$ cat src/rtl/mux_sel_arbiter.sv
// Round-robin arbiter driving the select of a 4-to-1 mux, with a valid/ready hold and a wrapping transfer counter.
// Optional build macro MUX_SEL_ARB_PRIO0_EN gives lane 0 strict priority over the round-robin lanes 1-3.
module mux_sel_arbiter #(
  parameter int CNT_W = 8
) (
  input  logic             clk,
  input  logic             rst,
  input  logic [3:0]       req,
  input  logic             out_ready,
  output logic [1:0]       sel,
  output logic [3:0]       grant,
  output logic             out_valid,
  output logic [CNT_W-1:0] xfer_cnt
);

  typedef enum logic {
    S_IDLE  = 1'b0,
    S_GRANT = 1'b1
  } state_t;

  state_t           state_q;
  logic [1:0]       sel_q;
  logic [3:0]       grant_q;
  logic             valid_q;
  logic [1:0]       last_q;
  logic [CNT_W-1:0] cnt_q;
  logic [1:0]       win_d;

  // Scan from last+1 to last+4; later assignments have higher priority, so iterate from farthest to nearest.
  function automatic logic [1:0] rr_pick(input logic [3:0] r, input logic [1:0] l);
    logic [1:0] idx;
    logic [1:0] pick;
    pick = l;
    for (int k = 4; k >= 1; k--) begin
      idx = l + k[1:0];
      if (r[idx]) pick = idx;
    end
    return pick;
  endfunction

  always_comb begin
`ifdef MUX_SEL_ARB_PRIO0_EN
    if (req[0]) win_d = 2'd0;
    else        win_d = rr_pick(req, last_q);
`else
    win_d = rr_pick(req, last_q);
`endif
  end

  always_ff @(posedge clk) begin
    if (rst) begin
      state_q <= S_IDLE;
      sel_q   <= 2'b00;
      grant_q <= 4'b0000;
      valid_q <= 1'b0;
      last_q  <= 2'b11;
      cnt_q   <= '0;
    end else begin
      case (state_q)
        S_IDLE: begin
          if (req != 4'b0000) begin
            sel_q   <= win_d;
            grant_q <= 4'b0001 << win_d;
            valid_q <= 1'b1;
            state_q <= S_GRANT;
          end
        end
        S_GRANT: begin
          if (valid_q && out_ready) begin
`ifdef MUX_SEL_ARB_PRIO0_EN
            if (sel_q != 2'd0) last_q <= sel_q;
`else
            last_q <= sel_q;
`endif
            cnt_q   <= cnt_q + 1'b1;
            grant_q <= 4'b0000;
            valid_q <= 1'b0;
            state_q <= S_IDLE;
          end
        end
        default: begin
          state_q <= S_IDLE;
          grant_q <= 4'b0000;
          valid_q <= 1'b0;
        end
      endcase
    end
  end

  assign sel       = sel_q;
  assign grant     = grant_q;
  assign out_valid = valid_q;
  assign xfer_cnt  = cnt_q;

endmodule
$ cat config.mk
export PLATFORM = sky130hd
export DESIGN_NAME = mux_sel_arbiter
export DESIGN_NICKNAME = d
export VERILOG_FILES = /design/src/rtl/mux_sel_arbiter.sv
export SDC_FILE = /design/constraint.sdc
export NUM_CORES = 1
export LEC_CHECK = 0
export ABC_AREA = 1
export CAP_MARGIN = 20
export CORE_ASPECT_RATIO = 0.8
export CORE_MARGIN = 1
export CORE_UTILIZATION = 35
export CTS_BUF_LIST = sky130_fd_sc_hd__clkbuf_2
export CTS_CLUSTER_DIAMETER = 100
export DETAILED_ROUTE_END_ITERATION = 16
export GPL_ROUTABILITY_DRIVEN = 1
export HOLD_SLACK_MARGIN = 0.1
export MAX_ROUTING_LAYER = met4
export PLACE_DENSITY = 0.71
export REMOVE_ABC_BUFFERS = 1
export SLEW_MARGIN = 25
export SYNTH_ARGS = -nofsm -noshare
export SYNTH_HDL_FRONTEND = slang
export SYNTH_SLANG_ARGS = --single-unit
export TNS_END_PERCENT = 30
$ cat constraint.sdc
create_clock -name clk -period 3 [get_ports clk]
set_input_delay 0.3 -clock clk [delete_from_list [all_inputs] [get_ports clk]]
set_output_delay 0.3 -clock clk [all_outputs]
set_load 0.01 [all_outputs]
# [Word-level counts from Yosys, hierarchy flattened]
# Index checks and enable logic that the tools add are counted.
[totals] output_inout_bits=15 ff_bits=18 n_memories=0 wordCells=40 ram_bits=0 romBits=0 input_bits=7 latch_bits=0
[op_classes] bitwise_logic=1 reduce_logical=5 shifts=1 add_sub_neg=4 mux=18 order_cmp=3 n_mul=0 n_eq_ne=2 n_div=0
[op_table] cell="< comparator 2 x 3 -> 1 bit (second input constant)" count=3
[op_table] cell="adder 8 x 1 -> 8 bit (second input constant)" count=1
[op_table] cell="2-to-1 mux 4 bit" count=2
[op_table] cell="case mux 4 bit (2 select lines)" count=1
[op_table] cell="2-to-1 mux 1 bit" count=7
[op_table] cell="binary-select mux 1 bit (select 2 bit)" count=3
[op_table] cell="2-to-1 mux 2 bit" count=3
[op_table] cell="AND reduction 2 bit" count=3
[op_table] cell="adder 2 bit (second input constant)" count=2
[op_table] cell="case mux 1 bit (2 select lines)" count=2
[op_table] cell="nonzero test 4 bit" count=1
[op_table] cell="<< shifter 1 x 2 -> 4 bit (first input constant)" count=1
[op_table] cell="adder 2 x 1 -> 2 bit (second input constant)" count=1
[op_table] cell="!= test 2 x 1 -> 1 bit (second input constant)" count=1
[op_table] cell="!= test 2 bit (second input constant)" count=1
[op_table] cell="logical AND 1 bit" count=1
[op_table] cell="inverter 1 bit" count=1

# [Logic depth before layout (Yosys ltp)]
# Gate-level depths: netlist of the first run.
[logic_depth] depth_word=9 depth_mapped=12 depth_no_buf=11

# [Worst setup path after synthesis of the first run]
# Ideal clock, no wire load.
[synth_path] path_kind="register to register" startpoint="reg valid_q, in the netlist out_valid" endpoint="reg cnt_q[6], in the netlist xfer_cnt[6]" setup_time_ps=130 n_path_buf=0 period_less_slack_ps=1286 required_time_ps=2870 path_stages_with_launch=7 slack_ps=1714 arrival_time_ps=1156 cell_sequence="dfxtp_1 nand3_4 clkinv_2 and3_4 nand3_2 nor3_1 nor3b_2"
[synth_between] elab_chain_cells=2
[synth_lines] item="from (decl)" line="24" text="logic valid_q;"
[synth_lines] item="from (signal assigned)" line="55" text="valid_q <= 1'b0;"
[synth_lines] item="from (signal assigned)" line="64" text="valid_q <= 1'b1;"
[synth_lines] item="from (signal assigned)" line="77" text="valid_q <= 1'b0;"
[synth_lines] item="logical AND 1 bit" line="69" text="if (valid_q && out_ready) begin"
[synth_lines] item="AND reduction 2 bit (no source line)"
[synth_lines] item="to (signal assigned)" line="75" text="cnt_q <= cnt_q + 1'b1;"
[synth_lines] item="to (decl)" line="26" text="logic [CNT_W-1:0] cnt_q;"
# Every way passes these cells.
# A chain may end at the register's enable or synchronous reset.

# [Worst setup path in the final report of the first run]
[layout_path] startpoint="reg cnt_q[4], in the netlist xfer_cnt[4]" endpoint="out xfer_cnt[4]"
[layout_rtl] item="to (decl)" line="13" text="output logic [CNT_W-1:0] xfer_cnt"
# No word-level cell between the ends.

==> results.py, run 1 <==
metrics = {
    "setup_path": {
        "crit_arrival_ns": 1.31,
        "r2r-start": "last_q[0]$_SDFFE_PP1P_",
        "crit_fanout": 5,
        "ff2ff_path_depth": 10,
        "setup.worst_path.class": "flop to output port",
        "slowest_delay_ns": 0.57,
        "crit_buf_inv": 1,
        "startpoint_type": "flop",
        "required_ns": 2.70,
        "r2r_setup_slack_ns": 1.48,
        "crit_chain": "clkdlybuf4s50_1",
        "critPathCaptureType": "output port",
        "r2r-end": "grant[2]$_SDFFE_PP0P_",
        "crit_family": "buffers and inverters",
        "crit_path_top_delay_cell": "clkdlybuf4s50_1",
    },
    "sta": {
        "rsz0062_at_grt": "false",
        "slew_headroom_pct": 69.3,
        "final_hold_viol_count": 0,
        "setup_slack_ns": 1.39,
        "min_period_over_period_pct": 53.8,
        "worst_pin_slew_ns": 0.459,
        "period_needed_ns": 1.61,
        "fin_setup_tns_ns": 0,
        "finalClockSkew_ns": 0.0125,
        "report.final.slew_viol_count": 0,
        "finalSetupViolCount": 0,
        "timing.fmax_mhz": 619,
    },
    "clock_tree": {
        "cts.clk_slew.worst_paths_ns": 0.18,
        "post_cts_resized": 0,
        "root_buffer": "clkbuf_2",
        "ctsHoldBuffers": 0,
        "cts_buffers": 3,
        "cts_tree": "built",
        "post_cts_buffers": 0,
        "h-tree-depth": 1,
        "clock-sinks": 18,
        "clkLatencyLatePin_ns": 0.31,
        "clk_path_buf_depth": 2,
    },
    "yosys": {
        "synth_cell_types": 25,
        "ys_ff_latch": 18,
        "syn_area_um2": 963,
        "synth_edf_count": 0,
        "synth_ff_type": "dfxtp_1",
        "ys.warnings.count": 0,
        "ys_seq_area_share_pct": 37.4,
        "avgSynthCellArea_um2": 7.53,
        "synthCells": 128,
        "async_reset_ff_share_pct": 0,
    },
    "global_route": {
        "antenna_found_initial": 0,
        "track_usage_pct": 14.9,
        "met2_usage_pct": 23.3,
        "grt_pass1_vias": 801,
        "grt_pass1_wl_um": 3340,
        "busiest_layer": "met2",
        "grt_max_degree": 13,
        "use_met3_pct": 3.98,
        "grt.overflow.total": 0,
        "met1_usage_pct": 19.0,
    },
    "power": {
        "power_density_nw_per_um2": 436,
        "ir_drop_v": 0.000166,
        "p_leak_uw": 0.000518,
    },
    "die": {
        "pin_count": 22,
        "placementRows": 16,
        "core_area_um2": 2520,
        "start_util_pct": 38.2,
        "die_w_um": 60.7,
        "die_h_um": 48.9,
        "die-area_um2": 2970,
    },
    "cells_and_area": {
        "fin_util_pct": 48.3,
        "fillerInstances": 260,
        "multiInputGateArea_um2": 519,
        "drive_gt1_share_pct": 21.3,
        "syn2layout_area_growth_pct": 26.5,
        "nNetsFinal": 160,
        "n_antenna_cell": 0,
        "post-route-cell-area_um2": 1220,
        "final-seq-area_um2": 360,
    },
    "place": {
        "port_buffers": 21,
        "post_dp_cell_area_um2": 1200,
        "dp_slack_ns": 1.21,
        "place_congestion": 0.818,
        "hpwl_um": 1540,
    },
    "hold_path": {
        "hold_start": "xfer_cnt[7]$_SDFFE_PP0P_",
        "hold_path_end": "xfer_cnt[7]$_SDFFE_PP0P_",
        "holdCritPathClass": "flop to flop",
        "hold_depth": 1,
    },
    "route": {
        "drt-wirelength-per-cell_um": 10.7,
        "drc": 0,
        "route.final.wire_length_um": 1990,
        "postRouteAntennaNets": 0,
        "drt_iter0_drc": 21,
        "vias": 882,
        "drtPass1Iterations": 4,
        "viasPerCell": 4.74,
    },
    "outcome": {
        "status": "finished clean",
    },
    "job": {
        "maxCapViolCount": 0,
    },
}
Yosys cell counts (2+ instances only):
cell / count / area [um^2]
nand2_1: 28 / 105
dfxtp_1: 18 / 360
nand2_2: 15 / 93.8
a21oi_1: 14 / 70.1
inv_1: 13 / 48.8
nand3_1: 7 / 35.0
o21ai_0: 5 / 25.0
nand3_2: 3 / 30.0
nor2_1: 3 / 11.3
nor2_2: 3 / 18.8
nor3_1: 3 / 15.0
nand4_1: 2 / 12.5
o21ai_1: 2 / 10.0
worst register-to-register path, cell delays in order (launching register included):
cell     delay (ns)
dfxtp_1        0.61
nand2_1        0.12
nand2_2        0.11
nand2_2        0.07
nand2_2        0.06
nand2_2        0.06
nand2_1        0.07
nand2_2        0.06
nand2_2        0.10
nand3_1        0.08
a21oi_1        0.14
cell type report:
| cell class | count | area share (%) |
|---|---|---|
| well taps | 36 | 3.70 |
| multi-input cells | 92 | 42.6 |
| clock buffers | 3 | 1.23 |
| flip-flops and latches | 18 | 29.6 |
| repair buffers | 21 | 17.2 |
| inverters | 16 | 5.65 |
sequential cells by signal (all words and copies together) (netlist names):
register / count
xfer_cnt: 8
out_valid: 1
grant: 4
state_q: 1
sel: 2
last_q: 2
kinds of logic (layout without fill, tap and decap cells):
group / Yosys count / after routing / share of synthesized area [%]
AOI/OAI and AO/OA: 22 / 22 / 11.7
buffers and inverters: 18 / 40 / 8.70
DFF: 18 / 18 / 37.4
and+or+nand+nor: 69 / 69 / 40.9
adders and majority gates: 1 / 1 / 1.30
worst max-delay path by stage:
stage	slack (ns)	start	end	cells after the start
final	1.39	xfer_cnt[4]$_SDFFE_PP0P_	xfer_cnt[4]	1
after global routing	1.30	last_q[0]$_SDFFE_PP1P_	grant[0]$_SDFFE_PP0P_	10
after CTS	1.38	xfer_cnt[4]$_SDFFE_PP0P_	xfer_cnt[4]	1
after detailed placement	1.21	out_ready	xfer_cnt[6]$_SDFFE_PP0P_	7
after global placement	1.25	out_ready	xfer_cnt[6]$_SDFFE_PP0P_	7
after floorplan	1.67	last_q[0]$_SDFFE_PP1P_	grant[0]$_SDFFE_PP0P_	10
power breakdown:
group          internal (uW)  total [uW]  switching, uW
Sequential               256         274           17.8
Combinational           66.4         154           87.7
Clock                   27.3         103           75.9
routing by layer:
metal  vias to the layer above  share of wire (%)
li1                        463                  -
met3                         2                4.1
met5                         -                  0
met2                        23                 46
met4                         0               0.86
met1                       394                 49
layout by cell type, fill, tap and decap left out, drive strengths merged, types with 2 or more instances in the layout:
cell / n
clkbuf: 3
clkdlybuf4s50: 21
inv: 15
nor3b: 2
dfxtp: 18
a21oi: 14
o21ai: 7
nand4: 2
nor3: 3
nand3: 11
nand2: 43
nor2: 6
stage by stage:
stage	instances	power, uW	hold WS, ns
CTS	186	529	0.474
floorplan	126	376	0.369
finish	186	531	0.475
global route	186	558	0.498
detailed placement	183	433	0.452
global placement	183	429	0.447
Note: power is estimated with default switching activity, not from simulation.
==> run 2, diff against run 1 <==
--- a/config.mk
+++ b/config.mk
@@ -16,7 +16,7 @@
 export GPL_ROUTABILITY_DRIVEN = 1
 export HOLD_SLACK_MARGIN = 0.1
 export MAX_ROUTING_LAYER = met4
-export PLACE_DENSITY = 0.71
+export PLACE_DENSITY = 0.73
 export REMOVE_ABC_BUFFERS = 1
 export SLEW_MARGIN = 25
 export SYNTH_ARGS = -nofsm -noshare
==> constraint.sdc (replaced) <==
create_clock -name clk -period 1.33 [get_ports clk]
set_input_delay 0.133 -clock clk [delete_from_list [all_inputs] [get_ports clk]]
set_output_delay 0.133 -clock clk [all_outputs]
set_load 0.01 [all_outputs]
==> run 2 against run 1 <==
Against the previous run:
- the run now ends with negative setup slack left
- flip-flop and latch count did not move
- largest power group unchanged
- critical path depth grew 11
- critical path type is now primary input to flop
- power is 150% higher
- global-route usage up 3.0 points
- design area grew 16%
- setup slack got worse by 1.5 ns
- count of clock-buffer cells in the layout is the same
==> results.py, run 2 (synthesis gave the netlist of run 1 again) <==
metrics = {
    "power": {
        "internal_power_uw": 835,
        "power_frac_comb_pct": 35.3,
        "p_switching_uw": 468,
        "power_density_nw_per_um2": 924,
        "p_leak_uw": 0.000691,
        "ir_drop_v": 0.000366,
        "netSwitchingFraction_pct": 35.9,
        "finalPower_uw": 1300,
        "pwr-share-seq_pct": 47.2,
        "pwr-share-clk_pct": 17.5,
    },
    "route": {
        "postRouteAntennaNets": 0,
        "drtPass1Iterations": 4,
        "vias": 989,
        "route.final.wire_length_um": 2560,
        "viasPerCell": 4.95,
        "drc": 0,
        "drt-wirelength-per-cell_um": 12.8,
        "drt_iter0_drc": 16,
    },
    "global_route": {
        "grt_pass1_wl_um": 3960,
        "grt_max_degree": 12,
        "grt.overflow.total": 0,
        "antenna_found_initial": 0,
        "grt_pass1_vias": 932,
        "track_usage_pct": 17.9,
    },
    "clock_tree": {
        "clk_path_buf_depth": 2,
        "clkLatencyLatePin_ns": 0.30,
        "root_buffer": "clkbuf_2",
        "ctsHoldBuffers": 0,
        "cts.clk_slew.worst_paths_ns": 0.16,
        "clock-sinks": 18,
        "h-tree-depth": 1,
        "cts_tree": "built",
        "cts_buffers": 3,
    },
    "place": {
        "place_congestion": 0.871,
        "port_buffers": 21,
        "post_dp_cell_area_um2": 1280,
        "hpwl_um": 1620,
    },
    "die": {
        "die_w_um": 60.7,
        "die-area_um2": 2970,
        "die_h_um": 48.9,
        "start_util_pct": 38.2,
        "placementRows": 16,
        "pin_count": 22,
        "core_area_um2": 2520,
    },
    "setup_path": {
        "crit_chain": "clkdlybuf4s50_1 -> inv_1 -> nand2_1 -> nand3_2 -> nand2_1 -> inv_1 -> nand2_2 -> nand2_2 -> nand2_2 -> nand2_2 -> buf_4 -> a21oi_2",
        "required_ns": 1.58,
        "critPathCaptureType": "flop",
        "crit_fanout": 3,
        "cp_common_cell": "nand2_2",
        "crit_path_top_delay_cell": "clkdlybuf4s50_1",
        "crit_arrival_ns": 1.67,
        "startpoint_type": "primary input",
        "slowest_delay_ns": 0.60,
        "setup.worst_path.class": "primary input to flop",
    },
    "sta": {
        "report.final.slew_viol_count": 0,
        "period_needed_ns": 1.42,
        "finalClockSkew_ns": 0.00315,
        "fin_setup_tns_ns": -0.177,
        "slew_headroom_pct": 71.3,
        "worst_pin_slew_ns": 0.429,
        "final_hold_viol_count": 0,
        "min_period_over_period_pct": 107,
        "timing.fmax_mhz": 702,
        "finalSetupViolCount": 6,
        "rsz0062_at_grt": "true",
        "setup_slack_ns": -0.0947,
    },
    "cells_and_area": {
        "mostFrequentLayoutCells": "nand2_1, nand2_2, dlygate4sd2_1, buf_4",
        "nNetsFinal": 174,
        "largest_register_ffs": 8,
        "fillerInstances": 248,
        "drive_gt1_share_pct": 44.5,
        "post-route-cell-area_um2": 1410,
        "final_common_cell": "nand2_1",
        "n_antenna_cell": 0,
        "syn2layout_area_growth_pct": 46.4,
    },
    "outcome": {
        "violations": "negative setup slack",
        "status": "finished, violations left",
    },
    "hold_path": {
        "holdCritPathClass": "flop to flop",
    },
    "job": {
        "maxCapViolCount": 0,
    },
}
-- run 2: cell count changes in the layout (fill, tap and decap cells not counted), moves of 3 or more --
cell	before	now
dfxtp_2	0	7
nand2_1	28	23
dfxtp_4	0	5
a21oi_2	0	3
nand3_2	3	7
nand2_4	0	3
buf_4	0	14
a21oi_1	14	11
clkdlybuf4s50_1	21	6
dfxtp_1	18	6
nand3_1	7	3
dlygate4sd2_1	0	14
-- run 2: worst max-delay path, delay by kind of cell --
family	cells	cell delay (ns)
buffers and inverters	4	0.87
and+or+nand+nor	7	0.55
AOI/OAI and AO/OA	1	0.11
-- run 2: metal layers --
layer | share of wire (%) | vias to the layer above | GRT usage, %
li1 | - | 490 | -
met1 | 43 | 455 | 20.0
met2 | 50 | 32 | 32.1
met3 | 3.0 | 12 | 3.18
met4 | 4.3 | 0 | 4.55
met5 | 0 | - | -
-- run 2: final cells by class --
cell class,instances,area (um^2),area share [%]
well taps,36,45.0,3.19
flip-flops and latches,18,388,27.5
clock buffers,3,15.0,1.06
multi-input cells,92,591,41.9
inverters,16,71.3,5.06
repair buffers,35,300,21.3
-- run 2: stage by stage --
| step | instances | worst slack (ns) | utilization, % | hold slack, ns |
|---|---|---|---|---|
| global route | 200 | -0.174 | 55.9 | 0.498 |
| global placement | 191 | -0.188 | 50.6 | 0.448 |
| detailed placement | 191 | -0.245 | 50.6 | 0.460 |
| floorplan | 126 | -0.00414 | - | 0.202 |
| finish | 200 | -0.0947 | 55.9 | 0.476 |
| CTS | 198 | -0.0342 | 52.8 | 0.475 |
-- run 2: power groups by stage --
stage / Combinational [uW] / Sequential [uW] / Clock, uW
floorplan: 211 / 638 / 0
global placement: 381 / 619 / 0
detailed placement: 396 / 619 / 0
CTS: 399 / 614 / 234
global route: 503 / 622 / 249
finish: 460 / 615 / 228
-- run 2: path summary, 6_finish.rpt --
path	start	endpoint	slack [ns]	cells past startpoint
max	req[1]	sel[0]$_SDFFE_PP0P_	-0.09	12
min	xfer_cnt[7]$_SDFFE_PP0P_	xfer_cnt[7]$_SDFFE_PP0P_	0.48	1
max reg2reg	last_q[0]$_SDFFE_PP1P_	sel[0]$_SDFFE_PP0P_	-0.07	11
min reg2reg	xfer_cnt[7]$_SDFFE_PP0P_	xfer_cnt[7]$_SDFFE_PP0P_	0.48	1
-- run 2: what timing repair did --
item / in CTS / in global routing
pin swaps: 8 / 13
setup buffers: 5 / 2
endpoints found under the setup margin: 20 / 8
gates resized for setup: 34 / 18
